### config.mk
export PLATFORM = sky130hd
export DESIGN_NAME = shift_arb8
export DESIGN_NICKNAME = d
export VERILOG_FILES = /design/src/rtl/shift_arb8_pkg.sv /design/src/rtl/barrel_shifter8.sv /design/src/rtl/shift_arb8.sv
export SDC_FILE = /design/constraint.sdc
export NUM_CORES = 1
export LEC_CHECK = 0
export BUFFER_PORTS_ARGS = -buffer_cell sky130_fd_sc_hd__buf_4
export CELL_PAD_IN_SITES_DETAIL_PLACEMENT = 0
export CELL_PAD_IN_SITES_GLOBAL_PLACEMENT = 1
export CORE_AREA = 5 5 75 77
export CTS_CLUSTER_SIZE = 12
export DETAILED_ROUTE_END_ITERATION = 10
export DIE_AREA = 0 0 80 82
export PLACE_DENSITY = 0.83
export SLEW_MARGIN = 10
export SYNTH_ARGS = -nofsm -noshare
export SYNTH_HDL_FRONTEND = slang
export SYNTH_SLANG_ARGS = --single-unit
### constraint.sdc
create_clock -name clk -period 1.8 [get_ports clk]
set_input_delay 0.09 -clock clk [delete_from_list [all_inputs] [get_ports clk]]
set_output_delay 0.09 -clock clk [all_outputs]
set_load 0.02 [all_outputs]
### src/rtl/shift_arb8_pkg.sv
// Shared constants, FSM state type and helpers for the shift_arb8 scheduler.
package shift_arb8_pkg;

   localparam int unsigned DATA_W  = 8;
   localparam int unsigned SHAMT_W = 3;
   localparam int unsigned ID_W    = 1;
   localparam int unsigned STAT_W  = 8;

   localparam logic [1:0] S_IDLE = 2'd0;
   localparam logic [1:0] S_EXEC = 2'd1;
   localparam logic [1:0] S_RESP = 2'd2;

   typedef enum logic [1:0] {
      StIdle = S_IDLE,
      StExec = S_EXEC,
      StResp = S_RESP
   } state_e;

   typedef struct packed {
      logic [DATA_W-1:0]  din;
      logic [SHAMT_W-1:0] shamt;
      logic               lr;
      logic               al;
   } shift_op_t;

   function automatic logic [STAT_W-1:0] sat_inc(input logic [STAT_W-1:0] v);
      return (&v) ? v : v + STAT_W'(1);
   endfunction

endpackage

### src/rtl/barrel_shifter8.sv
// Combinational 8-bit log shifter: left zero fill, right logical or sign fill.
module barrel_shifter8
   import shift_arb8_pkg::*;
(
   input  logic [DATA_W-1:0]  din,
   input  logic [SHAMT_W-1:0] shamt,
   input  logic               lr,
   input  logic               al,
   output logic [DATA_W-1:0]  dout
);

   logic              fill;
   logic [DATA_W-1:0] acc;

   assign fill = al & din[DATA_W-1];

   // One stage per shamt bit, shifting by 1, 2, 4.
   always_comb begin
      acc = din;
      for (int k = 0; k < SHAMT_W; k++) begin
         if (shamt[k]) begin
            if (lr) begin
               acc = acc << (1 << k);
            end else begin
               acc = (acc >> (1 << k)) |
                     (~({DATA_W{1'b1}} >> (1 << k)) & {DATA_W{fill}});
            end
         end
      end
      dout = acc;
   end

endmodule

### src/rtl/shift_arb8.sv
// Two-requester round-robin front end for one shared barrel_shifter8.
// Optional per-requester accept counters under `SHIFT_ARB8_STATS_EN.
module shift_arb8
   import shift_arb8_pkg::*;
#(
   parameter int unsigned DW = DATA_W,
   parameter int unsigned SW = SHAMT_W
) (
   input  logic              clk,
   input  logic              rst,
   input  logic              req0_valid,
   output logic              req0_ready,
   input  logic [DW-1:0]     req0_din,
   input  logic [SW-1:0]     req0_shamt,
   input  logic              req0_LR,
   input  logic              req0_AL,
   input  logic              req1_valid,
   output logic              req1_ready,
   input  logic [DW-1:0]     req1_din,
   input  logic [SW-1:0]     req1_shamt,
   input  logic              req1_LR,
   input  logic              req1_AL,
   output logic              resp_valid,
   input  logic              resp_ready,
   output logic [ID_W-1:0]   resp_id,
   output logic [DW-1:0]     resp_dout
`ifdef SHIFT_ARB8_STATS_EN
   ,
   output logic [STAT_W-1:0] stat0_cnt,
   output logic [STAT_W-1:0] stat1_cnt
`endif
);

   state_e            state_q, state_d;
   logic              last_q, last_d;
   logic [ID_W-1:0]   id_q, id_d;
   shift_op_t         op_q, op_d;
   logic [DW-1:0]     resp_dout_q, resp_dout_d;
   logic [ID_W-1:0]   resp_id_q, resp_id_d;
   logic              any_valid;
   logic              grant_id;
   logic              accept;
   logic [DATA_W-1:0] shift_dout;

   // On a tie the requester not served last wins; otherwise the lone valid one.
   assign any_valid = req0_valid | req1_valid;
   assign grant_id  = (req0_valid & req1_valid) ? ~last_q : req1_valid;

   always_comb begin
      state_d     = state_q;
      last_d      = last_q;
      id_d        = id_q;
      op_d        = op_q;
      resp_dout_d = resp_dout_q;
      resp_id_d   = resp_id_q;
      req0_ready  = 1'b0;
      req1_ready  = 1'b0;
      accept      = 1'b0;
      unique case (state_q)
         StIdle: begin
            accept     = any_valid & ~rst;
            req0_ready = accept & ~grant_id;
            req1_ready = accept & grant_id;
            if (accept) begin
               state_d = StExec;
               id_d    = grant_id;
               last_d  = grant_id;
               if (grant_id) begin
                  op_d.din   = req1_din;
                  op_d.shamt = req1_shamt;
                  op_d.lr    = req1_LR;
                  op_d.al    = req1_AL;
               end else begin
                  op_d.din   = req0_din;
                  op_d.shamt = req0_shamt;
                  op_d.lr    = req0_LR;
                  op_d.al    = req0_AL;
               end
            end
         end
         StExec: begin
            resp_dout_d = shift_dout;
            resp_id_d   = id_q;
            state_d     = StResp;
         end
         StResp: begin
            if (resp_ready) begin
               state_d = StIdle;
            end
         end
         default: state_d = StIdle;
      endcase
   end

   always_ff @(posedge clk) begin
      if (rst) begin
         state_q     <= StIdle;
         last_q      <= 1'b1;
         id_q        <= '0;
         op_q        <= '0;
         resp_dout_q <= '0;
         resp_id_q   <= '0;
      end else begin
         state_q     <= state_d;
         last_q      <= last_d;
         id_q        <= id_d;
         op_q        <= op_d;
         resp_dout_q <= resp_dout_d;
         resp_id_q   <= resp_id_d;
      end
   end

   barrel_shifter8 u_shifter (
      .din   (op_q.din),
      .shamt (op_q.shamt),
      .lr    (op_q.lr),
      .al    (op_q.al),
      .dout  (shift_dout)
   );

   assign resp_valid = (state_q == StResp);
   assign resp_id    = resp_id_q;
   assign resp_dout  = resp_dout_q;

`ifdef SHIFT_ARB8_STATS_EN
   logic [STAT_W-1:0] stat0_q, stat0_d;
   logic [STAT_W-1:0] stat1_q, stat1_d;

   always_comb begin
      stat0_d = stat0_q;
      stat1_d = stat1_q;
      if (accept) begin
         if (grant_id) begin
            stat1_d = sat_inc(stat1_q);
         end else begin
            stat0_d = sat_inc(stat0_q);
         end
      end
   end

   always_ff @(posedge clk) begin
      if (rst) begin
         stat0_q <= '0;
         stat1_q <= '0;
      end else begin
         stat0_q <= stat0_d;
         stat1_q <= stat1_d;
      end
   end

   assign stat0_cnt = stat0_q;
   assign stat1_cnt = stat1_q;
`endif

endmodule
==> flow_metrics.tcl, run 1 <==
set metrics [dict create \
    status "finished clean" \
    synthTopCellsByArea "dfxtp_1 32%, mux2i_1 12%, a211oi_1 8.2%" \
    clk_latency_ns 0.27 \
    fin_tns_setup_ns 0 \
    fin_worst_skew_ns 0.00191 \
    slowest_delay_ns 0.58 \
    avgRoutedWirePerCell_um 13.5 \
    htreeDepth 1 \
    chipWidth_um 80 \
    fp-row-count 26 \
    overflow 0 \
    ys_ff_latch 26 \
    finalNetCount 270 \
    hp-class "in -> reg" \
    clock.fmax_mhz 585 \
    place.gp.congestion 0.871 \
    reg2reg_from "op_q[2]" \
    dr.first_iter.drc_count 108 \
    clock-sinks 26 \
    cts_buffer_depth 2 \
    max-slew-margin-rel_pct 67.7 \
    critical_path_required_ns 1.71 \
    synth_edf_count 0 \
    ant_nets 0 \
    grt_pass1_vias 1447 \
    final.min_clock_period_ns 1.71 \
    worst_slack_ns 0.0904 \
    path_cells "or4_4 > buf_4 > nor2_1 > buf_4" \
    syn-num-nets 226 \
    dr.pass1.iters 4 \
    cp.arrival_ns 1.62 \
    synth.distinct_cells 42 \
    p_leak_nw 0.832 \
    die_h_um 82 \
    routed-via-count 1588 \
    reg2reg_to "resp_dout[5]" \
    crit_type "reg -> out" \
    cp-start-kind "flop" \
    async_flop_share_pct 0 \
    worst_slew_pin_slew_ns 0.483 \
    critPathLaunch "state_q[0]" \
    post-synth-top-area-cell "dfxtp_1" \
    syn-instance-count 195 \
    fill_cells 539 \
    use_met2_pct 21.1 \
    cts_tree "built" \
    cp_slowest_cell "or4_4" \
    peakVddDrop_uv 456 \
    antenna_found_initial 0 \
    cts_root_buf "clkbuf_8" \
    post-route-period-util_pct 95.0 \
    synth.top_cell.area_share_pct 31.6 \
    track_usage_pct 13.3 \
    cts_hold_buf 0 \
    dieArea_um2 6560 \
    yosysSeqAreaShare_pct 31.6 \
    register_area_um2 520 \
    hpwlAfterDp_mm 3.02 \
    use_met1_pct 19.0 \
    crit_fanout 4 \
    io_buffers 42 \
    maxCapViolations 0 \
    yosysMostFrequentCell "nor2_1" \
    synth_area_per_cell_um2 8.44 \
    post_route_cells_drive_above_1_share_pct 31.5 \
    rsz0062_at_grt "no" \
    setup_viol 0 \
    wl_mm 4.17 \
    grt_max_degree 28 \
    r2r_cells 5 \
    start_util_pct 33.3 \
    dp_slack_ns 0.243 \
    hold_viol_final 0 \
    yosysWarnings 0 \
    antenna-diode-count 0 \
    clkTransAtPathRegs_ns 0.09 \
    syn_to_final_growth_pct 29.6 \
    drc 0 \
    grt_pass1_wl_mm 7.11 \
    cp-end-kind "output pin" \
    powerDensity_nw_per_um2 750 \
    slew_violations 0 \
    setup.worst_path.end "req0_ready" \
    syn_area_um2 1650 \
    cts_buffers 3 \
    core_um2 4940 \
    multi_input_comb_area_um2 1010 \
    utilization_pct 43.2 \
    r2r_slack_ns 0.20 \
    grtUsageMet3_pct 2.74 \
    holdPathStages 3 \
    io_pins 43 \
    ys_top_cells_by_count "31 x nor2_1, 26 x dfxtp_1, 20 x mux2i_1, 18 x a211oi_1, 11 x nand2_1" \
    cp_common_cell "buf_4" \
    top_usage_layer "met2" \
    vias_per_cell 5.16 \
    synth_ff_type "dfxtp_1" \
]
flip-flops by register name, indices dropped and copies added, names as in the netlist:
signal	cells
id_q	1
last_q	1
op_q	13
resp_dout	8
resp_id	1
state_q	2
worst min path at each step:
stage                             to        from  slack, ns
final                     state_q[1]  resp_ready       0.08
after global routing      state_q[1]  resp_ready        0.1
after CTS                 state_q[1]  resp_ready       0.08
after detailed placement  state_q[1]  resp_ready       0.37
after global placement    state_q[1]  resp_ready       0.37
after floorplan           state_q[1]  resp_ready       0.27
repair_timing:
| item | CTS | global route |
|---|---|---|
| gates resized for setup | 2 | 1 |
| gates cloned | 1 | 0 |
| endpoints found under the setup margin | 1 | 1 |
| setup buffers | 1 | 0 |
| pin swaps | 1 | 0 |
| hold endpoints to repair | 0 | 0 |
stage by stage:
step	total power, mW	std cells	cell area, um^2	hold WS, ns
finish	1.60	308	2130	0.0798
global route	1.70	308	2130	0.0954
CTS	1.62	308	2130	0.0759
detailed placement	1.22	302	2050	0.369
global placement	1.22	302	2050	0.366
floorplan	1.05	195	1650	0.272
per-layer routing:
metal	routed length, um	vias up	share of wire (%)
met5	0	-	0
met1	2110	720	50
li1	-	816	-
met3	264	2	6.3
met4	15	0	0.36
met2	1790	50	43
logic make-up (layout without fill, tap and decap cells):
| logic type | after synthesis | in the layout | synth area share (%) |
|---|---|---|---|
| flip-flops | 26 | 26 | 31.6 |
| buffers and inverters | 21 | 64 | 7.22 |
| AND/OR/NAND/NOR | 63 | 63 | 17.6 |
| multiplexers | 24 | 24 | 15.6 |
| AO/OA/AOI/OAI | 61 | 61 | 28.0 |
critical path: cells and delay by family (launching register included):
family	cells	cell delay [ns]
flip-flops	1	0.34
buffers and inverters	2	0.35
AND/OR/NAND/NOR	2	0.67
layout by cell type (no fill, tap or decap), types with 3 or more instances in the layout:
cell type,Yosys,routed
mux2_2,3,3
nor3_1,3,3
a31oi_1,4,4
dfxtp_1,26,26
mux2i_1,20,20
clkbuf_8,0,4
buf_4,2,54
a21oi_1,8,8
a311oi_1,4,4
o21ai_0,8,8
a211oi_1,18,18
nand2_1,11,11
nor2b_1,4,4
nor2_1,31,31
a211oi_2,6,6
cell type report:
cell class / instances / area share (%)
inverters: 4 / 1.29
flip-flops and latches: 26 / 24.4
repair buffers: 55 / 19.9
repair inverters: 1 / 0.410
multi-input cells: 148 / 47.3
clock buffers: 4 / 2.58
well taps: 70 / 4.10
power by group:
group	internal (mW)	switching, mW
Combinational	0.253	0.269
Clock	0.196	0.183
Sequential	0.629	0.0706
Total	1.08	0.522
Power figures use the tool's default switching activity.
==> run 2: changes to the inputs <==
Settings changed: MAX_ROUTING_LAYER set to met4, RECOVER_POWER set to 25.
==> flow_metrics.tcl, run 2 (same netlist as run 1, synthesis figures left out) <==
set metrics [dict create \
    clkTransAtPathRegs_ns 0.09 \
    p_seq_share_pct 43.9 \
    overflow 0 \
    top_usage_layer "met2" \
    r2r_cells 4 \
    final_common_cell "buf_4" \
    core_um2 4940 \
    routed-via-count 1612 \
    peakVddDrop_uv 357 \
    worst_slack_ns 0.0705 \
    cp_slowest_cell "or4_4" \
    vias_per_cell 5.25 \
    utilization_pct 42.4 \
    cp-end-kind "output pin" \
    dr.pass1.iters 4 \
    cp.arrival_ns 1.64 \
    fill_cells 544 \
    place_inst 300 \
    post_route_cells_drive_above_1_share_pct 27.4 \
    fin_tns_setup_ns 0 \
    rsz0062_at_grt "no" \
    status "finished clean" \
    p_leak_nw 0.788 \
    clock-sinks 26 \
    use_met1_pct 19.0 \
    p_int_mw 1.06 \
    switching_share_pct 33.7 \
    antenna-diode-count 0 \
    grt_pass1_vias 1387 \
    multi_input_comb_area_um2 1010 \
    dp_slack_ns 0.233 \
    clock_power_share_pct 24.2 \
    mostFrequentLayoutCells "44 x buf_4, 31 x nor2_1, 26 x dfxtp_1" \
    track_usage_pct 13.8 \
    antenna_found_initial 0 \
    whs_ns 0.0869 \
    slowest_delay_ns 0.61 \
    pwr-share-comb_pct 32.0 \
    hp-class "in -> reg" \
    place.gp.congestion 0.946 \
    cp-start-kind "flop" \
    io_pins 43 \
    drc 0 \
    grtUsageMet3_pct 2.85 \
    final.min_clock_period_ns 1.73 \
    slew_violations 0 \
    use_met2_pct 20.9 \
    chipWidth_um 80 \
    cts_tree "built" \
    syn_to_final_growth_pct 27.2 \
    grt_max_degree 28 \
    hpwlAfterDp_mm 3.14 \
    wl_mm 4.47 \
    dieArea_um2 6560 \
    io_buffers 42 \
    finalNetCount 269 \
    cts_hold_buf 0 \
    top_register "op_q" \
    clock.fmax_mhz 578 \
    maxCapViolations 0 \
    cts_buffer_depth 2 \
    start_util_pct 33.3 \
    fin_area_um2 2090 \
    dr.first_iter.drc_count 152 \
    path_cells "or4_4 > buf_4 > nor2_1 > buf_4" \
    hold_viol_final 0 \
    finalNonFillerCells 307 \
    worst_slew_pin_slew_ns 0.427 \
    die_h_um 82 \
    avgRoutedWirePerCell_um 14.5 \
    crit_fanout 4 \
    power.total_mw 1.60 \
    cts_root_buf "clkbuf_8" \
    max-slew-margin-rel_pct 71.5 \
    ant_nets 0 \
    cts_buffers 3 \
    p_switching_mw 0.540 \
    powerDensity_nw_per_um2 765 \
    fin_worst_skew_ns 0.00384 \
    cp_common_cell "buf_4" \
    setup_viol 0 \
    register_area_um2 520 \
    grt_pass1_wl_mm 6.99 \
    place_area_um2 2040 \
    critical_path_required_ns 1.71 \
    fp-row-count 26 \
    clk_latency_ns 0.27 \
    crit_type "reg -> out" \
    post-route-period-util_pct 96.1 \
    htreeDepth 1 \
    largest_reg_flops 13 \
    holdPathStages 3 \
]
## run 2: cell count changes in the layout (fill, tap and decap cells not counted), sizes merged
cell,change
buf,-10
clkbuf,+9
## run 2: cell type report
class / count / share of cell area [%]
clock buffers: 4 / 2.63
inverters: 4 / 1.31
multi-input cells: 148 / 48.3
flip-flops and latches: 26 / 24.9
well taps: 70 / 4.18
repair buffers: 54 / 18.3
repair inverters: 1 / 0.418
## run 2: repair_timing
item                                    in CTS  in global routing
setup buffers                                2                  0
pin swaps                                    1                  1
endpoints found under the setup margin       1                  2
gates resized for setup                      2                  2
gates cloned                                 1                  0
## run 2: critical path, delay by kind of cell (launching register included)
family | cells | cell delay [ns]
buffers and inverters | 2 | 0.32
AND/OR/NAND/NOR | 2 | 0.71
flip-flops | 1 | 0.34
## run 2: power by group through the flow
stage	Clock [mW]	Sequential (mW)	Combinational (mW)
floorplan	0	0.700	0.345
global placement	0	0.715	0.505
detailed placement	0	0.715	0.505
CTS	0.398	0.702	0.525
global route	0.425	0.713	0.564
finish	0.387	0.703	0.512
## run 2: layer usage
metal,vias up,wire length [um]
li1,812,-
met1,739,2090
met2,59,1990
met3,2,361
met4,0,21
met5,-,0
## run 2: worst paths after layout
kind              start          to  slack (ns)
min reg2reg     resp_id     resp_id        0.46
min          resp_ready  state_q[1]        0.09
max          state_q[0]  req0_ready        0.07
max reg2reg  state_q[0]      last_q        0.16
==> run 3: changes to the inputs <==
Settings changed: CORE_AREA 5 5 75 77 to 5 5 72 74, DIE_AREA 0 0 80 82 to 0 0 77 79, PLACE_DENSITY 0.83 to 0.88.
==> flow_metrics.tcl, run 3 (same netlist as run 1, synthesis figures left out) <==
set metrics [dict create \
    overflow 0 \
    cts_buffers 3 \
    grt_pass1_vias 1453 \
    slew_violations 0 \
    r2r_slack_ns 0.12 \
    cts_hold_buf 0 \
    io_buffers 42 \
    cp.arrival_ns 1.64 \
    crit_type "reg -> out" \
    clk_latency_ns 0.27 \
    grt_max_degree 28 \
    final_common_cell "buf_4" \
    p_switching_mw 0.531 \
    peakVddDrop_uv 521 \
    antenna-diode-count 0 \
    largest_reg_flops 13 \
    setup_viol 0 \
    cp-start-kind "flop" \
    pwr-share-comb_pct 32.6 \
    track_usage_pct 14.2 \
    post-route-period-util_pct 95.9 \
    die_h_um 79 \
    wl_mm 4.24 \
    htreeDepth 1 \
    dieArea_um2 6080 \
    post_route_cells_drive_above_1_share_pct 27.6 \
    place.gp.congestion 0.881 \
    finalNetCount 271 \
    max-slew-margin-rel_pct 65.6 \
    avgRoutedWirePerCell_um 14.5 \
    clock.fmax_mhz 579 \
    clkTransAtPathRegs_ns 0.09 \
    mostFrequentLayoutCells "46 x buf_4, 31 x nor2_1, 26 x dfxtp_1" \
    powerDensity_nw_per_um2 765 \
    switching_share_pct 33.2 \
    fin_worst_skew_ns 0.00459 \
    slowest_delay_ns 0.58 \
    final.min_clock_period_ns 1.73 \
    worst_slew_pin_slew_ns 0.515 \
    maxCapViolations 0 \
    fp-row-count 25 \
    start_util_pct 36.3 \
    dr.pass1.iters 4 \
    hp-class "in -> reg" \
    vias_per_cell 5.53 \
    top_register "op_q" \
    p_int_mw 1.07 \
    syn_to_final_growth_pct 26.7 \
    core_um2 4540 \
    cp-end-kind "output pin" \
    dr.first_iter.drc_count 195 \
    cts_buffer_depth 2 \
    critical_path_required_ns 1.71 \
    fill_cells 464 \
    ant_nets 0 \
    grt_pass1_wl_mm 6.99 \
    io_pins 43 \
    fin_area_um2 2090 \
    antenna_found_initial 0 \
    crit_fanout 14 \
    status "finished clean" \
    p_leak_nw 0.797 \
    rsz0062_at_grt "no" \
    fin_tns_setup_ns 0 \
    hpwlAfterDp_mm 2.98 \
    chipWidth_um 77 \
    p_seq_share_pct 43.5 \
    power.total_mw 1.60 \
    drc 0 \
    place_area_um2 2030 \
    cts_root_buf "clkbuf_8" \
    path_cells "or4_4 > inv_12 > and2_1 > buf_4" \
    whs_ns 0.0768 \
    clock_power_share_pct 24.0 \
    routed-via-count 1619 \
    cp_slowest_cell "or4_4" \
    clock-sinks 26 \
    hold_viol_final 0 \
    cts_tree "built" \
]
[run 3: cell count changes in the layout (fill, tap and decap cells not counted), sizes merged]
cell and delta:
buf +2
[run 3: area by class of cell]
cell class | count | area [um^2] | area share (%)
clock buffer | 4 | 55.1 | 2.64
inverter | 4 | 27.5 | 1.32
multi-input combinational | 148 | 1010 | 48.3
sequential | 26 | 520 | 25.0
tap | 54 | 67.6 | 3.24
timing repair buffer | 56 | 399 | 19.1
timing repair inverter | 1 | 8.76 | 0.420
[run 3: what timing repair did]
| action | 4_1_cts | 5_1_grt |
|---|---|---|
| endpoints found under the setup margin | 1 | 0 |
| resized for setup | 2 | 0 |
| setup buffers | 2 | 0 |
[run 3: critical path: cells and delay by family (launching register included)]
| kind | cells | cell delay [ns] |
|---|---|---|
| AND/OR/NAND/NOR | 2 | 0.75 |
| flip-flops | 1 | 0.34 |
| buffers and inverters | 2 | 0.26 |
[run 3: metrics by stage]
stage,utilization [%],cells,worst slack (ns)
after global placement,44.8,286,0.212
final,46.0,293,0.0734
after detailed placement,44.8,286,0.152
after CTS,46.7,293,0.0650
after floorplan,-,195,0.323
after global routing,46.0,293,0.0208
[run 3: power groups by stage]
stage                     sequential, mW  clock (mW)  combinational, mW
after floorplan                    0.700           0              0.345
after global placement             0.705           0              0.511
after detailed placement           0.706           0              0.514
after CTS                          0.693       0.396              0.533
after global routing               0.701       0.409              0.575
final                              0.694       0.383              0.520
[run 3: worst paths after layout]
check,cells after the start,to,start
max reg2reg,5,resp_dout[7],op_q[2]
min reg2reg,2,resp_id,resp_id
min,3,state_q[1],resp_ready
max,4,req1_ready,state_q[0]
[run 3: routing by layer]
layer	vias to the layer above	global-route usage, %	share of wire (%)
li1	815	-	-
met1	736	18.8	48
met2	61	22.1	45
met3	7	3.29	6.2
met4	0	3.09	0.99
met5	-	-	0
